--- config.mk ---
export PLATFORM = sky130hd
export DESIGN_NAME = mem_store_ctrl
export DESIGN_NICKNAME = d
export VERILOG_FILES = /design/src/rtl/mem_store_ctrl.sv
export SDC_FILE = /design/constraint.sdc
export NUM_CORES = 1
export LEC_CHECK = 0
export BUFFER_PORTS_ARGS = -buffer_cell sky130_fd_sc_hd__buf_2
export CAP_MARGIN = 20
export CORE_MARGIN = 4
export CORE_UTILIZATION = 49
export CTS_BUF_LIST = sky130_fd_sc_hd__clkbuf_4 sky130_fd_sc_hd__clkbuf_8
export CTS_CLUSTER_SIZE = 20
export DETAILED_ROUTE_END_ITERATION = 10
export PLACE_DENSITY = 0.81
export SLEW_MARGIN = 10
export SYNTH_ARGS = -nofsm -noshare
export SYNTH_HDL_FRONTEND = slang
export SYNTH_SLANG_ARGS = --single-unit
--- constraint.sdc ---
create_clock -name clock -period 2.9 [get_ports clock]
set_input_delay 0.435 -clock clock [delete_from_list [all_inputs] [get_ports clock]]
set_output_delay 0.435 -clock clock [all_outputs]
set_load 0.02 [all_outputs]
--- src/rtl/mem_store_ctrl.sv ---
// Store-path controller: writes sb/sh/sw/sd requests into a 32-bit word memory,
// using read-modify-write for sub-word stores and two word writes for sd.
module mem_store_ctrl (
  input  logic        clock,
  input  logic        reset,
  input  logic        req_valid,
  output logic        req_ready,
  input  logic [63:0] req_addr,
  input  logic [63:0] req_data,
  input  logic [1:0]  req_size,
  output logic [31:0] mem_raddress,
  output logic [31:0] mem_waddress,
  output logic [31:0] mem_datain,
  input  logic [31:0] mem_dataout,
  output logic        mem_wr,
  output logic        done,
  output logic        misaligned
);

  typedef enum logic [2:0] {
    IDLE,
    RD,
    MERGE,
    WR_LO,
    WR_HI,
    DONE,
    ERR
  } state_t;

  state_t      state;
  state_t      state_next;
  logic [31:0] addr_q;
  logic [63:0] data_q;
  logic [1:0]  size_q;
  logic [31:0] word_addr;
  logic [31:0] hi_addr;
  logic [31:0] merged;
  logic        misaligned_req;
  logic        accept;
  logic        unused_addr_hi;

  // Only the low 32 address bits reach the memory.
  assign unused_addr_hi = ^req_addr[63:32];

  assign word_addr = {addr_q[31:2], 2'b00};
  assign hi_addr   = word_addr + 32'd4;
  assign accept    = req_valid && req_ready;

  always_comb begin
    misaligned_req = 1'b0;
    case (req_size)
      2'b01:   misaligned_req = req_addr[0];
      2'b10:   misaligned_req = |req_addr[1:0];
      2'b11:   misaligned_req = |req_addr[2:0];
      default: misaligned_req = 1'b0;
    endcase
  end

  always_ff @(posedge clock) begin
    if (!reset) begin
      state  <= IDLE;
      addr_q <= '0;
      data_q <= '0;
      size_q <= '0;
    end else begin
      state <= state_next;
      if (accept) begin
        addr_q <= req_addr[31:0];
        data_q <= req_data;
        size_q <= req_size;
      end
    end
  end

  // Replace only the addressed byte/halfword lane of the word read back.
  always_comb begin
    merged = mem_dataout;
    if (size_q == 2'b00)
      merged[{addr_q[1:0], 3'b000} +: 8] = data_q[7:0];
    else
      merged[{addr_q[1], 4'b0000} +: 16] = data_q[15:0];
  end

  // Outputs are forced low while reset is held so an in-flight write is cut off.
  always_comb begin
    state_next   = state;
    req_ready    = 1'b0;
    mem_raddress = (state == IDLE) ? 32'd0 : word_addr;
    mem_waddress = word_addr;
    mem_datain   = 32'd0;
    mem_wr       = 1'b0;
    done         = 1'b0;
    misaligned   = 1'b0;
    case (state)
      IDLE: begin
        req_ready = 1'b1;
        if (req_valid) begin
          if (misaligned_req)
            state_next = ERR;
          else if (req_size[1])
            state_next = WR_LO;
          else
            state_next = RD;
        end
      end
      RD: state_next = MERGE;
      MERGE: begin
        mem_wr     = 1'b1;
        mem_datain = merged;
        state_next = DONE;
      end
      WR_LO: begin
        mem_wr     = 1'b1;
        mem_datain = data_q[31:0];
        state_next = (size_q == 2'b11) ? WR_HI : DONE;
      end
      WR_HI: begin
        mem_wr       = 1'b1;
        mem_waddress = hi_addr;
        mem_datain   = data_q[63:32];
        state_next   = DONE;
      end
      DONE: begin
        done       = 1'b1;
        state_next = IDLE;
      end
      ERR: begin
        misaligned = 1'b1;
        state_next = IDLE;
      end
      default: state_next = IDLE;
    endcase
    if (!reset) begin
      req_ready    = 1'b0;
      mem_raddress = 32'd0;
      mem_waddress = 32'd0;
      mem_datain   = 32'd0;
      mem_wr       = 1'b0;
      done         = 1'b0;
      misaligned   = 1'b0;
    end
  end

endmodule

==> results of run 1 <==
==> worst max-delay path: stages, from the launching register on <==
cell and delay (ps):
dfxtp_2 360, ha_4 140, nand4bb_1 140, or4_4 650, or4_4 520, a21oi_4 150
buf_6 140
==> cell families after synthesis <==
kind of cell	after synthesis	share of synthesized area, %
AOI/OAI and AO/OA	262	27.4
xor gates and xnor gates	11	1.60
adders and majority gates	6	1.25
buffers and inverters	88	6.11
DFF	101	33.7
muxes	26	4.34
other	1	0.0625
and+or+nand+nor	329	25.5
==> per-stage QoR <==
step / cell area, um2 / TNS [ps] / std cells / setup slack, ps
final: 7820 / 0 / 1182 / 6.05
after global routing: 7820 / -364 / 1182 / -70.7
after CTS: 7590 / 0 / 1178 / 0.553
after detailed placement: 7340 / 0 / 1160 / 144
after global placement: 7340 / 0 / 1160 / 171
after floorplan: 6010 / 0 / 827 / 102
==> area by class of cell <==
class | instances | area [um2]
timing repair buffer | 269 | 1570
clock inverter | 5 | 40.0
fill | 1100 | 4190
multi-input combinational | 638 | 3800
tap | 147 | 184
clock buffer | 11 | 151
inverter | 11 | 43.8
sequential | 101 | 2030
==> repair_timing <==
item,4_1_cts,5_1_grt
gates resized for setup,12,56
pin swaps,4,19
endpoints found under the setup margin,46,43
setup buffers,2,4
gates cloned,0,0
==> layout by cell type, fill, tap and decap left out, types with 7 or more instances in the layout <==
cell type  instances
a221oi_1          25
or3_1              7
o31ai_1           11
a211o_1           24
o22ai_1            7
o21ai_0          104
inv_1              9
clkbuf_8          11
xnor2_1            7
nand3_1           10
a21oi_1           36
buf_2            210
a21oi_2            7
a22oi_1           40
or4_4              7
nor2_1            15
dfxtp_2            7
nand2_1          212
nand4_1           10
mux2i_1           26
dfxtp_1           93
nor3_1             8
buf_4             49
and2_1            27
==> routing by layer <==
layer	global-route usage [%]	vias to the layer above	share of wire, %	routed length (um)
met4	8.62	2	2.9	589
met1	33.5	3161	39	7990
li1	-	3347	-	-
met2	43.7	389	48	9690
met3	6.32	50	9.8	1990
met5	0	-	0.064	13
==> power by group through the flow <==
stage                     Clock (W)  Combinational, W  Sequential [W]
after floorplan                   0          0.000723         0.00169
after global placement            0           0.00108         0.00173
after detailed placement          0           0.00110         0.00174
after CTS                  0.000894           0.00111         0.00171
after global routing       0.000952           0.00127         0.00174
final                      0.000876           0.00116         0.00172
==> state kept, by name (all words and copies together), names as in the netlist <==
name    count
state       3
size_q      2
addr_q     32
data_q     64
==> worst max-delay path by stage <==
stage / from / to / slack, ps
after floorplan: addr_q[1]$_SDFFE_PN0P_ / mem_datain[0] / 100
after detailed placement: addr_q[2]$_SDFFE_PN0P_ / mem_waddress[30] / 140
after global placement: addr_q[2]$_SDFFE_PN0P_ / mem_waddress[30] / 170
after CTS: addr_q[0]$_SDFFE_PN0P_ / mem_datain[4] / 0.6
after global routing: addr_q[2]$_SDFFE_PN0P_ / mem_waddress[30] / -70
final: addr_q[2]$_SDFFE_PN0P_ / mem_waddress[30] / 6
==> metrics.txt, run 1 <==
Internal=0.00239 W; top cells by count, synth=212 x nand2_1, 104 x o21ai_0, 101 x dfxtp_1; CTS H-tree depth=3; final hold vios=0; fin nets=1,201; final WL=20,300 um; asr flop ratio synth=0%; Tcrit/Tclk final=99.8%; library cells used by synthesis=45; Main synth FF type=dfxtp_1; r2r setup slk=800 ps; crit end category=output pin; MaxCap Viol Count=0; sw frac=36.4%; Pwr Density=480 nW/um2; Die Y=119 um; share of the synthesized area in the top cell type=33.7%; cell taking the most area after synthesis=dfxtp_1; leak pwr=3.15 nW; total grt overflow=0; CTS root buf=clkbuf_8; routed length per placed instance=17.1 um; WS Path Type=register to output pin; clock tree from TritonCTS=built; RSZ-0062 raised after global routing=yes; DR iter-0 viols=539; hold_ws=256 ps; top cells by area, synth=dfxtp_1 34%, nand2_1 13%, o21ai_0 8.7%, a22oi_1 5.0%, mux2i_1 4.3%; GP Congestion=0.929; synthesis-stage register bit count=101; Port Buffers=228; Post-Synthesis Mean Instance Area=7.29 um2; part of the power in the clock network=23.3%; Power Total=0.00376 W; endpoints failing setup=0; Max Freq=0.346 GHz; gr usage total=26.3%; chip width=119 um; worst reg2reg path startpoint=state[2]$_SDFFE_PN0P_; Arr. time, crit path=2460 ps; Worst VDD drop=0.308 mV; sequential power share=45.8%; drt drc=0; Hold Startpoint=req_data[30]; vias in the first global route=6,154; diode count=0; clock transition at the registers of the reported paths=100 ps; Initial Utilization=50.0%; via-per-instance ratio=5.88; Layout Utilization=65.1%; combinational cell fraction of total power=30.9%; Worst Path Max Fanout=8; num ports=265; warnings from Yosys=0; first-pass GRT wire length=30,800 um; vias post-DR=6,949; worst-case clock buffer depth=2; Die Area=14,100 um2; Core Box Area=12,000 um2; R2R cell count=6; HPWL after DPL=14,500 um; Initial DRT Pass Iterations=6; Final min period=2890 ps; ANT nets after route=0; hold path endpoint=data_q[30]$_SDFFE_PN0P_; Startpoint Class=register; # hold bufs at CTS=0; Reg-to-Reg End=data_q[5]$_SDFFE_PN0P_; Net Sw Power=0.00137 W; Post-synth EDFFs=0; CTS Buf Count=9; skew final=7.39 ps; Hold Path Class=primary input to register; initial antenna violation count=1; Req. time, crit path=2470 ps; Worst-Margin Slew=631 ps; P&R area growth vs syn=30.2%; Site Rows=40; sequential area share after synthesis=33.7%; Mapped Area=6000 um2; clock latency on the worst-skew pair=360 ps; largest net degree at the start of global routing=55; outcome=finished clean; most common cell in the netlist=nand2_1; hold path depth=3; share of layout cells above drive strength 1=31.9%; post-synthesis cell count=824; clk sink count=101; Rel. slew slack=57.6%; Max Slew Vio Count=0
Note: power is estimated with default switching activity, not from simulation.
==> run 2: changes to the inputs <==
--- a/config.mk
+++ b/config.mk
@@ -12,7 +12,7 @@
 export CTS_BUF_LIST = sky130_fd_sc_hd__clkbuf_4 sky130_fd_sc_hd__clkbuf_8
 export CTS_CLUSTER_SIZE = 20
 export DETAILED_ROUTE_END_ITERATION = 10
-export PLACE_DENSITY = 0.81
+export PLACE_DENSITY_LB_ADDON = 0.05
 export SLEW_MARGIN = 10
 export SYNTH_ARGS = -nofsm -noshare
 export SYNTH_HDL_FRONTEND = slang
==> metrics.txt, run 2 (synthesized netlist as in run 1, its figures left out) <==
outcome=finished, violations left; failing checks=setup timing; Levels on crit path=7 (+1); total grt overflow=0 (unchanged); CP Cell Sequence=ha_1, nand4bb_1, or4_4, buf_6, or3_1, a21oi_2, buf_4; Pwr Density=485 nW/um2 (+0.87%); Reg-to-Reg End=data_q[14]$_SDFFE_PN0P_; most frequent cells in the layout=212 x nand2_1, 203 x buf_2, 104 x o21ai_0; Crit path buffers/inverters=2 (+1); CTS Buf Count=9 (unchanged); MaxCap Viol Count=0 (unchanged); # hold bufs at CTS=0 (unchanged); final std cells w/o fill=1,184 (+0.17%); Register Area=2040 um2 (+0.49%); endpoints failing setup=1 (+1); sequential power share=45.1% (-0.7 points); Worst VDD drop=0.370 mV (+20%); CTS H-tree depth=3 (unchanged); HPWL after DPL=13,800 um (-5.2%); GP Congestion=0.903 (-2.8%); sw frac=35.9% (-0.55 points); RSZ-0062 raised after global routing=yes; combinational cell fraction of total power=29.9% (-1.0 points); crit-path max cell delay=640 ps (about the same); gr usage total=26.6% (+0.29 points); hold path depth=3 (unchanged); drt drc=0 (unchanged); Setup WS post-layout=-20.6 ps (-26.7 ps); Startpoint Class=register; Die Y=119 um (unchanged); Largest register FFs=64 (unchanged); diode count=0 (unchanged); critical path's top delay family=simple AND/OR/NAND/NOR gates; slowest CP cell=or4_4; Setup crit end=mem_waddress[24]; r2r setup slk=890 ps (+90 ps); Req. time, crit path=2470 ps (about the same); Initial Utilization=50.0% (unchanged); WS Path Type=register to output pin; Internal=0.00243 W (+1.9%); leak pwr=3.15 nW (about the same); fillers=1,145 (+4.1%); placed instance count=1,158 (-0.17%); R2R cell count=5 (-1); Rel. slew slack=53.1% (-4.5 points); first-pass GRT wire length=31,000 um (+0.65%); Max Slew Vio Count=0 (unchanged); Port Buffers=228 (unchanged); via-per-instance ratio=5.67 (-3.5%); worst-case clock buffer depth=2 (unchanged); Final min period=2920 ps (+26.7 ps); share of layout cells above drive strength 1=32.5% (+0.61 points); num ports=265 (unchanged); worst reg2reg path startpoint=state[2]$_SDFFE_PN0P_; area of the multi-input gates=3790 um2 (-0.26%); Tcrit/Tclk final=101% (+0.92 points); Most flops, register=data_q; clk sink count=101 (unchanged); P&R area growth vs syn=30.4%; chip width=119 um (unchanged); CTS root buf=clkbuf_8; Hold Startpoint=req_data[44]; commonest non-fill, non-tap cell in the layout=nand2_1; Die Area=14,100 um2 (unchanged); Worst-Margin Slew=703 ps (+72.1 ps); initial antenna violation count=1 (unchanged); critical path launch point=addr_q[2]$_SDFFE_PN0P_; Hold Path Class=primary input to register; Initial DRT Pass Iterations=5 (-1); vias post-DR=6,716 (-3.4%); Site Rows=40 (unchanged); routed length per placed instance=16.6 um (-2.9%); final WL=19,700 um (-2.8%); fin nets=1,203 (+0.17%); Largest regs=data_q x64, addr_q x32, state x3; ANT nets after route=0 (unchanged); setup TNS=-20.6 ps (-20.6 ps); clock transition at the registers of the reported paths=100 ps (about the same); largest net degree at the start of global routing=142 (+160%); final hold vios=0 (unchanged); Arr. time, crit path=2490 ps (+30 ps); Worst Path Max Fanout=7 (-1); Core Box Area=12,000 um2 (unchanged); DR iter-0 viols=451 (-16%); Net Sw Power=0.00136 W (-0.54%); vias in the first global route=6,084 (-1.1%); skew final=15.4 ps (+7.96 ps); crit end category=output pin; clock latency on the worst-skew pair=380 ps (+20 ps); Max Freq=0.342 GHz (-0.91%); part of the power in the clock network=24.9% (+1.6 points); clock tree from TritonCTS=built
[run 2: cell types whose count changed in the layout (fill, tap and decap cells not counted), sizes merged]
cell      delta
clkbuf       -1
inv          -2
clkinv       +1
clkinvlp     +1
bufinv       +1
buf          +2
[run 2: how the worst min path moves through the flow]
stage | to | slack, ps
6_report | data_q[44]$_SDFFE_PN0P_ | 240
5_1_grt | data_q[50]$_SDFFE_PN0P_ | 230
4_1_cts | data_q[19]$_SDFFE_PN0P_ | 230
3_5_place_dp | data_q[23]$_SDFFE_PN0P_ | 450
3_3_place_gp | data_q[23]$_SDFFE_PN0P_ | 450
2_1_floorplan | data_q[16]$_SDFFE_PN0P_ | 440
[run 2: repair_timing]
item                       in CTS  in global routing
resized for setup              12                 69
hold endpoints to repair        0                  0
buffers inserted                4                  6
setup endpoints to repair      46                 36
pin swaps                       3                 12
[run 2: routing by layer]
metal	vias up	track usage [%]	part of all wire (%)
met2	258	45.2	48
met3	29	6.60	8.0
li1	3354	-	-
met1	3073	33.7	42
met5	-	0	0.061
met4	2	6.73	1.9
[run 2: power by group through the flow]
stage	logic [W]	clock network, W	registers, W
floorplan	0.000723	0	0.00169
global placement	0.00107	0	0.00173
detailed placement	0.00108	0	0.00173
CTS	0.00109	0.000968	0.00170
global route	0.00126	0.00102	0.00174
finish	0.00114	0.000946	0.00171
[run 2: layout make-up]
type | instances | area share, %
Inverter | 11 | 0.559
Multi-Input combinational cell | 638 | 48.4
Clock inverter | 6 | 0.879
Tap cell | 147 | 2.35
Sequential cell | 101 | 26.1
Clock buffer | 10 | 1.76
Timing Repair Buffer | 271 | 19.9
[run 2: worst reg2reg max path, cell delays in order, from the launching register on]
cell	delay (ps)
dfxtp_1	340
buf_4	180
nor4b_1	490
and2_4	250
buf_12	380
o21ai_0	250
[run 2: through the flow]
step	worst slack [ps]	cell area, um2	util [%]	hold WS [ps]	power [W]
2_1_floorplan	102	6010	-	436	0.00241
3_3_place_gp	167	7290	60.7	446	0.00280
3_5_place_dp	130	7290	60.7	451	0.00282
4_1_cts	11.9	7560	63.0	228	0.00376
5_1_grt	-98.5	7830	65.2	232	0.00402
6_report	-20.6	7830	65.2	237	0.00379
==> run 3: changes to the inputs <==
--- a/config.mk
+++ b/config.mk
@@ -13,6 +13,7 @@
 export CTS_CLUSTER_SIZE = 20
 export DETAILED_ROUTE_END_ITERATION = 10
 export PLACE_DENSITY_LB_ADDON = 0.05
+export REMOVE_ABC_BUFFERS = 1
 export SLEW_MARGIN = 10
 export SYNTH_ARGS = -nofsm -noshare
 export SYNTH_HDL_FRONTEND = slang
==> metrics.txt, run 3 (synthesized netlist as in run 1, its figures left out) <==
Most flops, register=data_q; chip width=119 um (unchanged); CTS root buf=clkbuf_8; RSZ-0062 raised after global routing=yes; R2R cell count=5 (unchanged); vias post-DR=6,717 (+0.015%); hold path endpoint=data_q[54]$_SDFFE_PN0P_; num ports=265 (unchanged); most frequent cells in the layout=215 x buf_2, 211 x nand2_1, 104 x o21ai_0; Hold Startpoint=req_data[54]; crit end category=output pin; Max Slew Vio Count=0 (unchanged); placed instance count=1,166 (+0.69%); final hold vios=0 (unchanged); Die Y=119 um (unchanged); final std cells w/o fill=1,197 (+1.1%); Port Buffers=228 (unchanged); Worst-Margin Slew=566 ps (-137 ps); DR iter-0 viols=629 (+39%); leak pwr=3.21 nW (+2.0%); drt drc=0 (unchanged); Die Area=14,100 um2 (unchanged); final WL=19,500 um (-1.2%); HPWL after DPL=13,400 um (-2.6%); clock tree from TritonCTS=built; Largest regs=data_q x64, addr_q x32, state x3; Max Freq=0.346 GHz (+1.1%); CTS H-tree depth=3 (unchanged); Final min period=2890 ps (-31.4 ps); ANT nets after route=0 (unchanged); Req. time, crit path=2470 ps (about the same); P&R area growth vs syn=32.4%; Worst Path Max Fanout=6 (-1); CTS Buf Count=9 (unchanged); total grt overflow=0 (unchanged); endpoints failing setup=0 (-1); hold path depth=3 (unchanged); Power Total=0.00386 W (+1.8%); Arr. time, crit path=2450 ps (-40 ps); initial antenna violation count=3 (+2); gr usage total=25.7% (-0.87 points); vias in the first global route=5,975 (-1.8%); setup TNS=0 ps (+20.6 ps); Hold Path Class=primary input to register; Initial DRT Pass Iterations=5 (unchanged); via-per-instance ratio=5.61 (-1.1%); MaxCap Viol Count=0 (unchanged); skew final=7.97 ps (-7.38 ps); first-pass GRT wire length=29,800 um (-4.0%); Pwr Density=486 nW/um2 (+0.24%); Largest register FFs=64 (unchanged); Reg-to-Reg End=addr_q[19]$_SDFFE_PN0P_; outcome=finished clean; clock transition at the registers of the reported paths=100 ps (about the same); commonest non-fill, non-tap cell in the layout=buf_2; # hold bufs at CTS=0 (unchanged); Rel. slew slack=62.3% (+9.1 points); worst-case clock buffer depth=2 (unchanged); fillers=1,139 (-0.52%); Startpoint Class=register; Tcrit/Tclk final=99.6% (-1.1 points); fin nets=1,216 (+1.1%); clk sink count=101 (unchanged); share of layout cells above drive strength 1=33.2% (+0.71 points); clock latency on the worst-skew pair=390 ps (about the same); GP Congestion=0.831 (-8.0%); r2r setup slk=680 ps (-210 ps); routed length per placed instance=16.3 um (-2.3%); WS Path Type=register to output pin; worst reg2reg path startpoint=state[0]$_SDFFE_PN0P_; Worst VDD drop=0.268 mV (-28%); Initial Utilization=50.0% (unchanged); largest net degree at the start of global routing=55 (-61%); Core Box Area=12,000 um2 (unchanged); Site Rows=40 (unchanged)
-- run 3: cell types whose count changed in the layout (fill, tap and decap cells not counted), moves of 3 or more --
cell / previous run / this run
buf_2: 203 / 215
dfxtp_2: 6 / 10
dfxtp_1: 91 / 87
buf_6: 6 / 3
a21oi_2: 15 / 6
a21oi_1: 29 / 37
-- run 3: worst max path at each step --
stage | start | to | slack, ps | cells after the start
3_3_place_gp | state[2]$_SDFFE_PN0P_ | mem_waddress[23] | 140 | 6
2_1_floorplan | state[2]$_SDFFE_PN0P_ | mem_datain[0] | -1920 | 3
5_1_grt | addr_q[9]$_SDFFE_PN0P_ | mem_waddress[26] | -70 | 5
3_5_place_dp | state[2]$_SDFFE_PN0P_ | mem_waddress[23] | 160 | 6
4_1_cts | addr_q[2]$_SDFFE_PN0P_ | mem_waddress[28] | 2 | 7
6_report | addr_q[9]$_SDFFE_PN0P_ | mem_waddress[26] | 10 | 5
-- run 3: timing repair --
action                                  in CTS  in global routing
gates cloned                                 0                  1
resized for setup                           29                 39
endpoints found under the setup margin      46                 35
buffers inserted                             6                  9
pin swaps                                    8                 12
-- run 3: where the power goes --
group | internal [W] | switching [W] | total, W
logic | 0.000498 | 0.000701 | 0.00120
registers | 0.00155 | 0.000153 | 0.00171
clock network | 0.000471 | 0.000483 | 0.000954
total | 0.00252 | 0.00134 | 0.00386
-- run 3: stage by stage --
stage | utilization, % | cell area [um2] | hold WS (ps) | worst slack [ps]
after floorplan | - | 5690 | 436 | -1920
after global placement | 61.5 | 7390 | 446 | 145
after detailed placement | 61.5 | 7390 | 451 | 162
after CTS | 64.4 | 7730 | 223 | 1.72
after global routing | 66.1 | 7950 | 239 | -69.3
final | 66.2 | 7950 | 236 | 10.8
-- run 3: critical path, cell delays in order (launching register included) --
cell and delay (ps):
dfxtp_4 370, nand4_1 240, or4_4 620, or4_4 540, a21oi_2 150, buf_4 150
-- run 3: area by class of cell --
class / count / area, um2 / share of cell area, %
clock inverters: 1 / 30.0 / 0.378
multi-input cells: 639 / 3830 / 48.2
inverters: 11 / 43.8 / 0.551
repair buffers: 283 / 1640 / 20.6
clock buffers: 13 / 173 / 2.17
diodes: 2 / 5.00 / 0.0630
well taps: 147 / 184 / 2.31
flip-flops and latches: 101 / 2050 / 25.8
-- run 3: routing by layer --
metal	share of wire, %	vias to the layer above	GRT usage, %
met5	0.056	-	0
met4	2.5	2	10.3
met3	8.0	35	6.60
met2	47	265	42.1
met1	42	3026	32.3
li1	-	3389	-
